File: src/rtl/i2c_rtc_target.sv
// I2C target standing in for a DS-style BCD RTC: seven time registers
// (second..year, index 0..6) behind an auto-incrementing register pointer.
module i2c_rtc_target #(
    parameter logic [6:0]  DEVICE_ADDR     = 7'h68,
    parameter int unsigned MIN_SCL_SAMPLES = 4
) (
    input  logic       clk14,
    input  logic       reset_n,
    input  logic       scl_i,
    input  logic       sda_i,
    output logic       sda_o,
    output logic       sda_oen,
    output logic [7:0] ds_second,
    output logic [7:0] ds_minute,
    output logic [7:0] ds_hour,
    output logic [7:0] ds_weekday,
    output logic [7:0] ds_day,
    output logic [7:0] ds_month,
    output logic [7:0] ds_year,
    output logic       wr_strobe,
    output logic [2:0] wr_index,
    output logic       busy
);

    if (MIN_SCL_SAMPLES < 1) begin : g_bad_min_scl
        $error("MIN_SCL_SAMPLES must be at least 1");
    end

    typedef enum logic [3:0] {
        ST_IDLE, ST_ADDR, ST_ADDR_ACK, ST_PTR, ST_PTR_ACK,
        ST_WDATA, ST_WDATA_ACK, ST_RDATA, ST_RMACK, ST_IGNORE
    } state_t;

    state_t      state, state_nxt;
    logic [1:0]  scl_sync, sda_sync;
    logic        scl_prev, sda_prev;
    logic        scl_s, sda_s;
    logic        scl_rise, scl_fall, start_det, stop_det;
    logic [3:0]  bit_cnt, bit_cnt_nxt;
    logic [7:0]  shreg, shreg_nxt;
    logic [2:0]  pointer, pointer_nxt;
    logic        sda_oen_nxt, busy_nxt, wr_en;
    logic [7:0]  regs [0:7];
    logic [7:0]  rd_byte;

    assign scl_s     = scl_sync[1];
    assign sda_s     = sda_sync[1];
    assign scl_rise  = scl_s & ~scl_prev;
    assign scl_fall  = ~scl_s & scl_prev;
    assign start_det = scl_s & scl_prev & sda_prev & ~sda_s;
    assign stop_det  = scl_s & scl_prev & ~sda_prev & sda_s;

    // Entry 7 is never written, so reads of index 7 return 8'h00.
    assign rd_byte = regs[pointer];

    always_comb begin
        state_nxt   = state;
        bit_cnt_nxt = bit_cnt;
        shreg_nxt   = shreg;
        pointer_nxt = pointer;
        sda_oen_nxt = sda_oen;
        busy_nxt    = busy;
        wr_en       = 1'b0;
        if (start_det) begin
            state_nxt   = ST_ADDR;
            bit_cnt_nxt = '0;
            sda_oen_nxt = 1'b1;
            busy_nxt    = 1'b0;
        end else if (stop_det) begin
            state_nxt   = ST_IDLE;
            sda_oen_nxt = 1'b1;
            busy_nxt    = 1'b0;
        end else begin
            unique case (state)
                ST_ADDR, ST_PTR, ST_WDATA: begin
                    if (scl_rise) begin
                        shreg_nxt   = {shreg[6:0], sda_s};
                        bit_cnt_nxt = bit_cnt + 4'd1;
                    end else if (scl_fall && bit_cnt == 4'd8) begin
                        bit_cnt_nxt = '0;
                        sda_oen_nxt = 1'b0;
                        if (state == ST_ADDR) begin
                            if (shreg[7:1] == DEVICE_ADDR) begin
                                busy_nxt  = 1'b1;
                                state_nxt = ST_ADDR_ACK;
                            end else begin
                                sda_oen_nxt = 1'b1;
                                state_nxt   = ST_IGNORE;
                            end
                        end else if (state == ST_PTR) begin
                            pointer_nxt = shreg[2:0];
                            state_nxt   = ST_PTR_ACK;
                        end else begin
                            wr_en       = (pointer != 3'd7);
                            pointer_nxt = pointer + 3'd1;
                            state_nxt   = ST_WDATA_ACK;
                        end
                    end
                end
                ST_ADDR_ACK: begin
                    // shreg still holds the address byte; bit 0 is R/W.
                    if (scl_fall) begin
                        if (shreg[0]) begin
                            shreg_nxt   = rd_byte;
                            sda_oen_nxt = rd_byte[7];
                            state_nxt   = ST_RDATA;
                        end else begin
                            sda_oen_nxt = 1'b1;
                            state_nxt   = ST_PTR;
                        end
                    end
                end
                ST_PTR_ACK, ST_WDATA_ACK: begin
                    if (scl_fall) begin
                        sda_oen_nxt = 1'b1;
                        state_nxt   = ST_WDATA;
                    end
                end
                ST_RDATA: begin
                    if (scl_rise) begin
                        bit_cnt_nxt = bit_cnt + 4'd1;
                    end else if (scl_fall) begin
                        if (bit_cnt == 4'd8) begin
                            bit_cnt_nxt = '0;
                            sda_oen_nxt = 1'b1;
                            pointer_nxt = pointer + 3'd1;
                            state_nxt   = ST_RMACK;
                        end else begin
                            shreg_nxt   = {shreg[6:0], 1'b0};
                            sda_oen_nxt = shreg[6];
                        end
                    end
                end
                ST_RMACK: begin
                    // bit_cnt==1 marks an initiator ACK seen on the rising edge.
                    if (scl_rise) begin
                        if (sda_s) begin
                            state_nxt = ST_IGNORE;
                        end else begin
                            bit_cnt_nxt = 4'd1;
                        end
                    end else if (scl_fall && bit_cnt == 4'd1) begin
                        bit_cnt_nxt = '0;
                        shreg_nxt   = rd_byte;
                        sda_oen_nxt = rd_byte[7];
                        state_nxt   = ST_RDATA;
                    end
                end
                default: ;
            endcase
        end
    end

    always_ff @(posedge clk14 or negedge reset_n) begin
        if (!reset_n) begin
            scl_sync  <= '1;
            sda_sync  <= '1;
            scl_prev  <= 1'b1;
            sda_prev  <= 1'b1;
            state     <= ST_IDLE;
            bit_cnt   <= '0;
            shreg     <= '0;
            pointer   <= '0;
            sda_oen   <= 1'b1;
            busy      <= 1'b0;
            wr_strobe <= 1'b0;
            wr_index  <= '0;
            for (int unsigned i = 0; i < 8; i++) begin
                regs[i] <= '0;
            end
        end else begin
            scl_sync  <= {scl_sync[0], scl_i};
            sda_sync  <= {sda_sync[0], sda_i};
            scl_prev  <= scl_s;
            sda_prev  <= sda_s;
            state     <= state_nxt;
            bit_cnt   <= bit_cnt_nxt;
            shreg     <= shreg_nxt;
            pointer   <= pointer_nxt;
            sda_oen   <= sda_oen_nxt;
            busy      <= busy_nxt;
            wr_strobe <= wr_en;
            if (wr_en) begin
                regs[pointer] <= shreg;
                wr_index      <= pointer;
            end
        end
    end

    assign sda_o      = 1'b0;
    assign ds_second  = regs[0];
    assign ds_minute  = regs[1];
    assign ds_hour    = regs[2];
    assign ds_weekday = regs[3];
    assign ds_day     = regs[4];
    assign ds_month   = regs[5];
    assign ds_year    = regs[6];

endmodule
File: config.mk
export PLATFORM = sky130hd
export DESIGN_NAME = i2c_rtc_target
export DESIGN_NICKNAME = d
export VERILOG_FILES = /design/src/rtl/i2c_rtc_target.sv
export SDC_FILE = /design/constraint.sdc
export NUM_CORES = 1
export LEC_CHECK = 0
export CELL_PAD_IN_SITES_DETAIL_PLACEMENT = 2
export CELL_PAD_IN_SITES_GLOBAL_PLACEMENT = 2
export CORE_MARGIN = 4
export CORE_UTILIZATION = 38
export CTS_CLUSTER_SIZE = 24
export DETAILED_ROUTE_END_ITERATION = 16
export PLACE_DENSITY_LB_ADDON = 0.1
export SKIP_LAST_GASP = 1
export SYNTH_ARGS = -nofsm -noshare
export SYNTH_HDL_FRONTEND = slang
export SYNTH_SLANG_ARGS = --single-unit
File: constraint.sdc
create_clock -name clk14 -period 3.3 [get_ports clk14]
set_clock_uncertainty 0.05 [all_clocks]
set_input_delay 0.66 -clock clk14 [delete_from_list [all_inputs] [get_ports clk14]]
set_output_delay 0.66 -clock clk14 [all_outputs]
set_load 0.03 [all_outputs]
==> results_dict.tcl <==
set metrics [dict create \
    status "finished clean" \
    clk_latency_ns 0.34 \
    rr_startpoint "pointer[0]" \
    synth-xor-area-share_pct 0.1593 \
    fp.dieW_um 128.3 \
    ff2ff_setup_slack_ns 0.44 \
    hpwl_um 10920 \
    synth_edf_count 0 \
    drc 0 \
    ys_warn_count 0 \
    max-cap-violations 0 \
    syn_avg_cell_area_sq_um 11.82 \
    grt_max_degree 45 \
    final_common_cell "dfrtp_1" \
    syn-num-nets 477 \
    grt_pass1_vias 4105 \
    fin_crit_ns 2.864 \
    synth_compound_area_share_pct 8.468 \
    worst_path_dominant_cell_family "simple AND/OR/NAND/NOR gates" \
    finalCritPeriodShare_pct 86.78 \
    initial_utilization_pct 39.14 \
    syn_area_sq_mm 0.005497 \
    place.gp.congestion 0.8291 \
    reg2reg_depth 7 \
    synth_area_leaders "dfrtp_1 (40%), mux2_2 (10%), buf_4 (8.1%), mux2i_1 (4.7%), mux2_4 (4.4%)" \
    endpoint_kind "flop" \
    synth_top_area_share_pct 40.06 \
    fin_setup_tns_ns 0 \
    drt-pass1-iter-count 4 \
    synth_seq_cells 95 \
    postRouteAntennaNets 0 \
    timing.slew.headroom_pct 49.64 \
    cts_hold_buf 0 \
    drt-total-wl_um 15350 \
    cpPeakStageDelay_ns 0.46 \
    path_max_fanout 8 \
    path_clk_slew_ns 0.07 \
    diodes 0 \
    dp_slack_ns 0.4295 \
    clock_path_buffers 2 \
    layout_setup_ws_ns 0.4362 \
    dpl-instance-area_sq_mm 0.005921 \
    worstReg2RegEnd "ds_minute[1]" \
    rows 43 \
    htreeDepth 3 \
    cts.repair.resized 0 \
    synth_seq_area_share_pct 43.41 \
    first_iter_violations 169 \
    setup_viol 0 \
    tightest_slew_ns 0.7496 \
    max_freq_mhz 349.2 \
    io-pin-count 67 \
    power.density_mw_per_mm2 544.0 \
    stdcell_area_sq_mm 0.006197 \
    drv_slew 0 \
    synth.area.mux_share_pct 23.65 \
    cts_setup_buffers 0 \
    cts_buffers 9 \
    start_kind "flop" \
    cts.sinks 95 \
    postLayoutCoreUtil_pct 44.13 \
    required_ns 3.47 \
    grt_pass1_wl_um 24610 \
    drive_above_1_share_pct 26.47 \
    syn_inst 465 \
    nNetsFinal 483 \
    core-area_sq_mm 0.01404 \
    crit_arrival_ns 3.04 \
    synth.distinct_cells 62 \
    hold_class "input port to async pin" \
    io_buffers 65 \
    path_class "flop to flop" \
    synth_top_family_by_area "multiplexers" \
    path_buf_inv 0 \
    async_flop_share_pct 100.0 \
    yosys.area_share.adder_pct 1.821 \
    yosys.area.top_type "dfrtp_1" \
    nFillCells 1423 \
    ir_drop_v 0.0003042 \
    die_y_um 128.3 \
    finalHoldViolCount 0 \
    crit_chain "ha_1, ha_1, or3b_4, a2111oi_4, and2_1, nand2_2, mux2_2" \
    overflow 0 \
    crit_slowest_cell "and2_1" \
    wl_per_cell_um 23.41 \
    rsz0062_at_grt "false" \
    crit_path_frequent_cell "ha_1" \
    synth-simple-area-share_pct 12.04 \
    synthFlopType "dfrtp_1" \
    antenna_found_initial 0 \
    vias 3611 \
    via_per_inst 5.505 \
    multi_input_area_sq_mm 0.002540 \
    register_area_sq_mm 0.002387 \
    cts_tree "yes" \
    cts-root-buf "clkbuf_16" \
    syn2layout_area_growth_pct 12.75 \
    final_cell_mix "dfrtp_1 (87), clkdlybuf4s50_1 (64), mux2_2 (51)" \
    track_usage_pct 19.48 \
    power_leakage_nw 2.756 \
    dieArea_sq_mm 0.01645 \
]
worst max path at each step:
stage | startpoint | end | slack [ns] | cells past startpoint
after floorplan | pointer[0] | ds_day[0] | 0.79 | 7
after global placement | pointer[1] | ds_minute[7] | 0.53 | 7
after detailed placement | pointer[0] | ds_minute[6] | 0.43 | 7
after CTS | pointer[1] | ds_minute[1] | 0.42 | 7
after global routing | pointer[0] | ds_minute[1] | 0.30 | 7
final | pointer[0] | ds_minute[1] | 0.44 | 7
final cells by class:
class	instances	share of cell area, %
inverter	6	0.3634
multi-input combinational	281	40.99
sequential	95	38.52
tap	180	3.634
clock inverter	5	0.5451
timing repair buffer	78	12.03
clock buffer	11	3.917
synthesized netlist by cell type, types with 7 or more instances:
library cell and number:
mux2_4 16, dfstp_2 7, nand2_1 23, nor2_1 13
ha_1 8, dfrtp_1 88, mux2_2 51, buf_4 59
o21ai_0 13, a22oi_1 11, mux2i_1 26, mux2_1 8
clkbuf_1 14, a21oi_1 9, o211ai_1 7
power by group:
part	internal (mW)	total (mW)	switching, mW
Clock	0.531	0.991	0.460
Combinational	0.382	0.853	0.471
Sequential	1.25	1.53	0.273
Total	2.17	3.37	1.20
sequential cells by signal, summed over array words and instances (netlist names), 3 cells and up:
register and count:
ds_day 8, ds_hour 8, ds_minute 8, ds_month 8
ds_second 8, ds_weekday 8, ds_year 8, regs 8
shreg 8, bit_cnt 4, state 4, pointer 3
wr_index 3
layer usage:
metal	GRT usage (%)	part of all wire (%)	wire length, um	vias to the layer above
met3	2.500	1.8	280	10
met1	25.88	46	7122	1924
met4	4.682	0.85	131	0
met2	33.71	51	7819	41
met5	0	0	0	-
li1	-	-	-	1636
cell families (layout without fill, tap and decap cells):
| kind of cell | Yosys count | after routing |
|---|---|---|
| xor+xnor | 1 | 1 |
| compound gates | 64 | 64 |
| fa+ha+maj | 8 | 8 |
| buf+inv | 89 | 100 |
| simple gates | 100 | 100 |
| mux | 107 | 107 |
| other cells | 1 | 1 |
| flops | 95 | 95 |
stage by stage:
step	cells	power (mW)	hold WS [ns]
after floorplan	465	2.074	0.2952
after global placement	640	2.365	0.2974
after detailed placement	640	2.404	0.2973
after CTS	656	3.413	0.3017
after global routing	656	3.584	0.3152
final	656	3.371	0.2739
Note: power is estimated with default switching activity, not from simulation.
